### src/rtl/onehot_scan_encoder_pkg.sv
// Shared types and helpers for the one-hot scan encoder.
// Vectors up to 256 bits (N <= 8) are supported by the helpers.
package onehot_enc_pkg;

  typedef enum logic [0:0] {
    IDLE = 1'b0,
    EMIT = 1'b1
  } state_t;

  localparam int MAX_W = 256;

  // True when exactly one bit is set.
  function automatic logic popcount_is_one(
    input logic [MAX_W-1:0] v
  );
    return (v != '0) &&
           ((v & (v - MAX_W'(1))) == '0);
  endfunction

endpackage

### src/rtl/onehot_scan_encoder_if.sv
// Request-in / index-out handshake bundle.
// master drives requests and takes indices; slave is the encoder.
interface onehot_scan_encoder_if #(
  parameter int N = 3
) ();
  localparam int W = 1 << N;

  logic         in_valid;
  logic         in_ready;
  logic [W-1:0] in_vec;
  logic         out_valid;
  logic         out_ready;
  logic [N-1:0] out_idx;
  logic         out_last;

  modport master (
    output in_valid,
    output in_vec,
    output out_ready,
    input  in_ready,
    input  out_valid,
    input  out_idx,
    input  out_last
  );

  modport slave (
    input  in_valid,
    input  in_vec,
    input  out_ready,
    output in_ready,
    output out_valid,
    output out_idx,
    output out_last
  );

endinterface

### src/rtl/onehot_scan_encoder_prio_enc_comb.sv
// Combinational priority encoder: W-bit vector to N-bit index.
// idx is 0 when no bit is set; any flags a non-empty vector.
module prio_enc_comb #(
  parameter int N         = 3,
  parameter bit LSB_FIRST = 1'b1
) (
  input  logic [(1<<N)-1:0] vec,
  output logic [N-1:0]      idx,
  output logic              any
);
  localparam int W = 1 << N;

  // Later hits overwrite earlier ones, so scan toward the winner.
  always_comb begin
    idx = '0;
    any = |vec;
    if (LSB_FIRST) begin
      for (int i = W - 1; i >= 0; i--) begin
        if (vec[i]) idx = N'(i);
      end
    end else begin
      for (int i = 0; i < W; i++) begin
        if (vec[i]) idx = N'(i);
      end
    end
  end

endmodule

### src/rtl/onehot_scan_encoder.sv
// Sequential priority encoder: takes a request vector and emits
// the index of every set bit, one per output handshake.
module onehot_scan_encoder
  import onehot_enc_pkg::*;
#(
  parameter int N         = 3,
  parameter bit LSB_FIRST = 1'b1
) (
  input  logic                clk,
  input  logic                rst_n,
  onehot_scan_encoder_if.slave bus,
  output logic                zero_err,
  output logic                busy
);
  localparam int W = 1 << N;

  state_t       state;
  state_t       state_nxt;
  logic [W-1:0] pend;
  logic [W-1:0] pend_nxt;
  logic         zero_nxt;
  logic [N-1:0] idx;
  logic         any;
  logic         last;
  logic         emit;

  prio_enc_comb #(
    .N        (N),
    .LSB_FIRST(LSB_FIRST)
  ) u_prio (
    .vec(pend),
    .idx(idx),
    .any(any)
  );

  assign emit = (state == EMIT);
  assign last = popcount_is_one(MAX_W'(pend));

  always_ff @(posedge clk or negedge rst_n) begin
    if (!rst_n) begin
      state    <= IDLE;
      pend     <= '0;
      zero_err <= 1'b0;
    end else begin
      state    <= state_nxt;
      pend     <= pend_nxt;
      zero_err <= zero_nxt;
    end
  end

  always_comb begin
    state_nxt     = state;
    pend_nxt      = pend;
    zero_nxt      = 1'b0;
    bus.in_ready  = !emit;
    bus.out_valid = emit && any;
    bus.out_idx   = idx;
    bus.out_last  = emit && last;
    busy          = emit;
    unique case (state)
      IDLE: begin
        if (bus.in_valid) begin
          if (bus.in_vec == '0) begin
            zero_nxt = 1'b1;
          end else begin
            pend_nxt  = bus.in_vec;
            state_nxt = EMIT;
          end
        end
      end
      EMIT: begin
        if (bus.out_ready) begin
          pend_nxt[idx] = 1'b0;
          if (last || !any) state_nxt = IDLE;
        end
      end
      default: state_nxt = IDLE;
    endcase
  end

endmodule

### src/flat_wrapper.sv
// flat-port wrapper written by rule: the top's interface ports become plain ports
module onehot_scan_encoder_flat import onehot_enc_pkg::*;
#(
  parameter int N         = 3,
  parameter bit LSB_FIRST = 1'b1
)
  (clk, rst_n, zero_err, busy, bus_in_valid, bus_in_vec, bus_out_ready, bus_in_ready, bus_out_valid, bus_out_idx, bus_out_last);
  onehot_scan_encoder_if #(.N(N)) bus_i ();
  input  logic clk;
  input  logic rst_n;
  output logic zero_err;
  output logic busy;
  input wire logic [$bits(bus_i.in_valid)-1:0] bus_in_valid;
  input wire logic [$bits(bus_i.in_vec)-1:0] bus_in_vec;
  input wire logic [$bits(bus_i.out_ready)-1:0] bus_out_ready;
  output wire logic [$bits(bus_i.in_ready)-1:0] bus_in_ready;
  output wire logic [$bits(bus_i.out_valid)-1:0] bus_out_valid;
  output wire logic [$bits(bus_i.out_idx)-1:0] bus_out_idx;
  output wire logic [$bits(bus_i.out_last)-1:0] bus_out_last;
  assign bus_i.in_valid = bus_in_valid;
  assign bus_i.in_vec = bus_in_vec;
  assign bus_i.out_ready = bus_out_ready;
  assign bus_in_ready = bus_i.in_ready;
  assign bus_out_valid = bus_i.out_valid;
  assign bus_out_idx = bus_i.out_idx;
  assign bus_out_last = bus_i.out_last;
  onehot_scan_encoder #(.N(N), .LSB_FIRST(LSB_FIRST)) u_core (.clk(clk), .rst_n(rst_n), .bus(bus_i), .zero_err(zero_err), .busy(busy));
endmodule
### config.mk
export PLATFORM = sky130hd
export DESIGN_NAME = onehot_scan_encoder_flat
export DESIGN_NICKNAME = d
export VERILOG_FILES = /design/src/rtl/onehot_scan_encoder_pkg.sv /design/src/rtl/onehot_scan_encoder_if.sv /design/src/rtl/onehot_scan_encoder_prio_enc_comb.sv /design/src/rtl/onehot_scan_encoder.sv /design/src/flat_wrapper.sv
export SDC_FILE = /design/constraint.sdc
export NUM_CORES = 1
export LEC_CHECK = 0
export BUFFER_PORTS_ARGS = -buffer_cell sky130_fd_sc_hd__buf_2
export CAP_MARGIN = 5
export CORE_ASPECT_RATIO = 1.5
export CORE_UTILIZATION = 31
export CTS_CLUSTER_DIAMETER = 100
export DETAILED_ROUTE_END_ITERATION = 6
export PLACE_DENSITY_LB_ADDON = 0.05
export SLEW_MARGIN = 25
export SYNTH_ARGS = -nofsm -noshare
export SYNTH_HDL_FRONTEND = slang
export SYNTH_SLANG_ARGS = --single-unit
### constraint.sdc
create_clock -name clk -period 1.9 [get_ports clk]
set_input_delay 0.19 -clock clk [delete_from_list [all_inputs] [get_ports clk]]
set_output_delay 0.19 -clock clk [all_outputs]
set_load 0.05 [all_outputs]
======== Word-level counts from Yosys, hierarchy flattened ========
Index checks and enable logic that the tools add are counted.
operators by class
  add/subtract/negate cells ............... 1
  $lt $le $gt $ge ......................... 2
  eq/ne operators ......................... 3
  muxes and demuxes ....................... 22
  bitwise gates (word level) .............. 4
  reduce and logical (&&, ||, !) cells .... 12
operators by type and width
  kind                                                         count
  bitwise AND 8 x 256 -> 256 bit                               1
  logical NOT 256 bit                                          1
  2-to-1 mux 3 bit                                             8
  2-to-1 mux 8 bit                                             3
  case mux 8 bit (2 select lines)                              1
  subtractor 8 x 1 -> 9 bit (second input constant)            1
  bitwise AND 8 bit                                            1
  logical NOT 8 bit                                            1
  2-to-1 mux 1 bit                                             8
  NOT 8 bit                                                    1
  nonzero test 8 bit                                           1
  OR reduction 8 bit                                           1
  inequality test 2 bit (second input constant)                3
  logical AND 1 bit                                            4
  less-than comparator 3 x 4 -> 1 bit (second input constant)  1
  demux 1 bit (select 3 bit)                                   1
  >= comparator 3 x 1 -> 1 bit (second input constant)         1
  AND reduction 3 bit                                          1
  logical NOT 1 bit                                            2
  case mux 1 bit (2 select lines)                              1
  logical OR 1 bit                                             1
  NOT 1 bit                                                    1
storage, ports and cells
  flip-flop bits (word level) ............. 10
  bits of input ports ..................... 12
  output and inout port bits .............. 8
  logic and storage cells ................. 47

======== Longest topological paths before layout ========
  depth after elaboration ................. 16
  gate-level depth with buffers ........... 5
  depth with buffers taken out ............ 4

======== By module ========
Synthesis repeated with hierarchy kept, for this count alone.
unflattened totals
  cell total of the unflattened synthesis .. 81
  area, all modules ....................... 663.1 um^2
modules (own cells, without submodules)
  module               instances  cells an instance  area each (um^2)  sequential area each (um^2)
  onehot_scan_encoder  1          68                 581.8             250.2
  prio_enc_comb        1          13                 81.3              0.0

======== Worst setup path before layout ========
OpenSTA, ideal clock, no wires.
  path type ............................... register to output
  from .................................... reg u_core.state, in the netlist u_core.busy
  to ...................................... out bus_out_last
  arrival ................................. 2559 ps
  required time ........................... 1710 ps
  setup slack ............................. -849 ps
  stages on the path, launching flop included .. 4
  path buffers ............................ 0
  path through ............................ dfrtp_1 inv_1 a21oi_1 and2_1
between the ends
  cells in the longest elaborated chain, start to end .. 1
ends and longest elaborated chain
  item                    RTL line                   source
  from (decl)             onehot_scan_encoder.sv:17  state_t state;
  from (signal assigned)  onehot_scan_encoder.sv:45  state <= state_nxt;
  logical AND 1 bit       onehot_scan_encoder.sv:58  bus.out_last = emit && last;
  to (decl)               flat_wrapper.sv:19         output wire logic [$bits(bus_i.out_last)-1:0] bus_out_last;
Every way passes these cells.

======== Worst setup path in the final report ========
  from .................................... reg u_core.pend[3]
  to ...................................... out bus_out_last
between the ends
  cells in the longest elaborated chain, start to end .. 5
  elaborated cells between the ends (all ways) .. 6
  those cells by class .................... 1 x add/sub; 1 x bitwise; 4 x reduce/logical
ends and longest elaborated chain
  item                            RTL line                       source
  from (decl)                     onehot_scan_encoder.sv:19      logic [W-1:0] pend;
  from (signal assigned)          onehot_scan_encoder.sv:46      pend <= pend_nxt;
  subtractor 8 x 1 -> 9 bit       onehot_scan_encoder_pkg.sv:17  ((v & (v - MAX_W'(1))) == '0);
  bitwise AND 8 x 256 -> 256 bit  onehot_scan_encoder_pkg.sv:17
  logical NOT 256 bit             onehot_scan_encoder_pkg.sv:17
  logical AND 1 bit *             onehot_scan_encoder_pkg.sv:16  return (v != '0) &&
  logical AND 1 bit *             onehot_scan_encoder.sv:58
Every way passes the cells marked *; elsewhere a longest branch is shown, timed or not.

==> flow_summary.toml <==
[outcome]
run_status = "complete, but fails checks"
violations = "setup timing"

[timing]
slew_violations = 0
timing.hold.ws_ns = 0.1117
fin_ws_ns = -0.05971
final-hold-violation-count = 0
finClkSkew_ns = 0.003827
clock.fmax_mhz = 510.3
fin_crit_ns = 1.960
rsz0062_at_grt = "true"
worst_slew_pin_slew_ns = 0.4446
finalSetupViolations = 1
slew_headroom_pct = 70.18
min_period_over_period_pct = 103.1

[setup_path]
slowest_delay_ns = 0.58
crit_path_cell_trace = "or4_4, nor3_4, a21oi_4, and2_4, buf_8"
critPathRequiredTime_ns = 1.71
rrSetupSlack_ns = 0.03
startpoint_type = "register"
crit_type = "register to output pin"
path_max_fanout = 4
critPathArrivalTime_ns = 1.77
critPathCaptureType = "output pin"
path_delay_family = "simple AND/OR/NAND/NOR gates"
path_buf_inv = 1
worst_path_max_delay_cell = "or4_4"

[layout]
n_antenna_cell = 0
layout.nets = 113
seqCellArea_um2 = 252.7
fin_util_pct = 45.94
fillers = 218
multi_input_area_um2 = 386.6
syn_to_final_growth_pct = 40.80
drive_gt1_share_pct = 45.00

[route]
remaining_drc_errors = 0
wirelength_um = 1916
via_count = 702
drtIter0Drc = 12
via_per_inst = 5.754
dr.pass1.iters = 4
detail-route-antenna-nets = 0
wl_per_cell_um = 15.70

[clocking]
cts_sinks = 10
h-tree-depth = 1
clk_pin_slew_ns = 0.07
cts-root-buf = "clkbuf_4"
clk_path_buf_depth = 2
cts_tree = "yes"
cts_made_buffers = 3
insertion_delay_ns = 0.27

[place]
io_buffers = 19
hpwl_um = 1421
dp_slack_ns = 0.07460
globalplace.congestion = 0.7533

[global_routing]
grt_pass1_vias = 640
grt_max_degree = 11
antenna_found_initial = 0
grt_pass1_wl_um = 2987
overflow = 0
track_usage_pct = 19.45

[die]
fp.dieW_um = 39.48
rows = 20
io_pins = 20
fp.coreArea_mm2 = 0.002002
dieArea_mm2 = 0.002298
start_util_pct = 32.62
die_h_um = 58.22

[synthesis]
synth_fp_nets = 87
ys_seq_area_share_pct = 38.31
synth-seq-cells = 10
synth_area_um2 = 653.1
yosysWarnings = 0
syn_area_per_cell_um2 = 8.708
synth_cells = 75
ys_types = 24

[min_path]
hp-class = "primary input to register"

[run]
cap_violations = 0
per-layer routing:
| layer | vias up | wire (um) | GRT usage [%] |
|---|---|---|---|
| met2 | 23 | 955 | 29.04 |
| li1 | 332 | - | - |
| met3 | 2 | 83 | 3.448 |
| met1 | 345 | 846 | 25.78 |
| met5 | - | 0 | 0 |
| met4 | 0 | 30 | 10.34 |
Yosys cell counts:
cell type | instances | area, um^2
a2111oi_4 | 1 | 27.53
a211oi_1 | 2 | 15.01
a21boi_2 | 1 | 11.26
a21oi_1 | 4 | 20.02
a22o_1 | 8 | 70.07
a31oi_1 | 1 | 6.260
and2_1 | 2 | 12.51
and3_1 | 1 | 6.260
buf_2 | 1 | 5.000
buf_6 | 1 | 11.26
clkbuf_1 | 6 | 22.52
dfrtp_1 | 10 | 250.2
inv_1 | 5 | 18.77
nand2_1 | 2 | 7.510
nand2b_1 | 1 | 6.260
nor2_1 | 4 | 15.01
nor2b_1 | 1 | 6.260
nor3_1 | 8 | 40.04
nor4_1 | 3 | 18.77
o21ai_0 | 6 | 30.03
o21bai_1 | 1 | 7.510
o22ai_1 | 4 | 25.02
o311ai_0 | 1 | 8.760
or4_4 | 1 | 11.26
flip-flops by register name, indices dropped and copies added, names as in the netlist:
signal	cells
u_core.busy	1
u_core.pend	8
u_core.zero_err	1
layout make-up:
class,count,share of cell area [%]
multi-input combinational,52,42.04
sequential,10,27.48
timing repair buffer,29,21.09
clock buffer,4,3.946
inverter,5,2.449
tap,22,2.993
cell usage in the layout, fill, tap and decap left out, drive strengths merged:
| cell | count |
|---|---|
| a31oi | 1 |
| nor2b | 1 |
| dfrtp | 10 |
| nand2 | 2 |
| a22o | 8 |
| nor4 | 3 |
| and3 | 1 |
| o311ai | 1 |
| clkbuf | 5 |
| a2111oi | 1 |
| o21ai | 6 |
| o22ai | 4 |
| clkinvlp | 1 |
| a211oi | 2 |
| a21boi | 1 |
| nand2b | 1 |
| o21bai | 1 |
| a21oi | 4 |
| dlygate4sd3 | 1 |
| nor3 | 8 |
| buf | 27 |
| inv | 4 |
| and2 | 2 |
| or4 | 1 |
| nor2 | 4 |
stage by stage:
| step | area, um^2 | TNS, ns | std cells |
|---|---|---|---|
| floorplan | 684.4 | -0.07719 | 75 |
| global placement | 828.3 | 0 | 116 |
| detailed placement | 828.3 | 0 | 116 |
| CTS | 902.1 | -0.1814 | 122 |
| global route | 919.6 | -0.1572 | 122 |
| finish | 919.6 | -0.05971 | 122 |
worst register-to-register path, stage by stage (launching register included):
cell	delay [ns]
dfrtp_1	0.38
or4_4	0.58
buf_4	0.18
a2111oi_4	0.31
o22ai_1	0.12
a22o_1	0.19
what timing repair did:
item                       4_1_cts  5_1_grt
setup endpoints to repair        3        5
hold buffers                     1        0
gates resized for setup          6        9
buffers inserted                 1        0
hold endpoints to repair        10        0
pin swaps                        3        1
kinds of logic after synthesis:
group           Yosys count  synth area share [%]
flops                    10                 38.31
compound gates           29                 33.91
buf+inv                  13                 8.811
simple gates             23                 18.97
path summary, 6_finish.rpt:
| path | from | endpoint | cells after the start |
|---|---|---|---|
| worst max-delay path | u_core.pend[3] | bus_out_last | 5 |
| worst min-delay path | bus_out_ready | u_core.busy | 2 |
| worst max register to register | u_core.pend[3] | u_core.pend[7] | 5 |
| worst min register to register | u_core.pend[6] | u_core.pend[6] | 1 |
| max in group asynchronous | rst_n | u_core.busy | 2 |
| min in group asynchronous | rst_n | u_core.pend[4] | 2 |
Power is left out: the tool's default activity adds up to more than one toggle a clock period on the data nets, which glitch-free logic cannot reach.
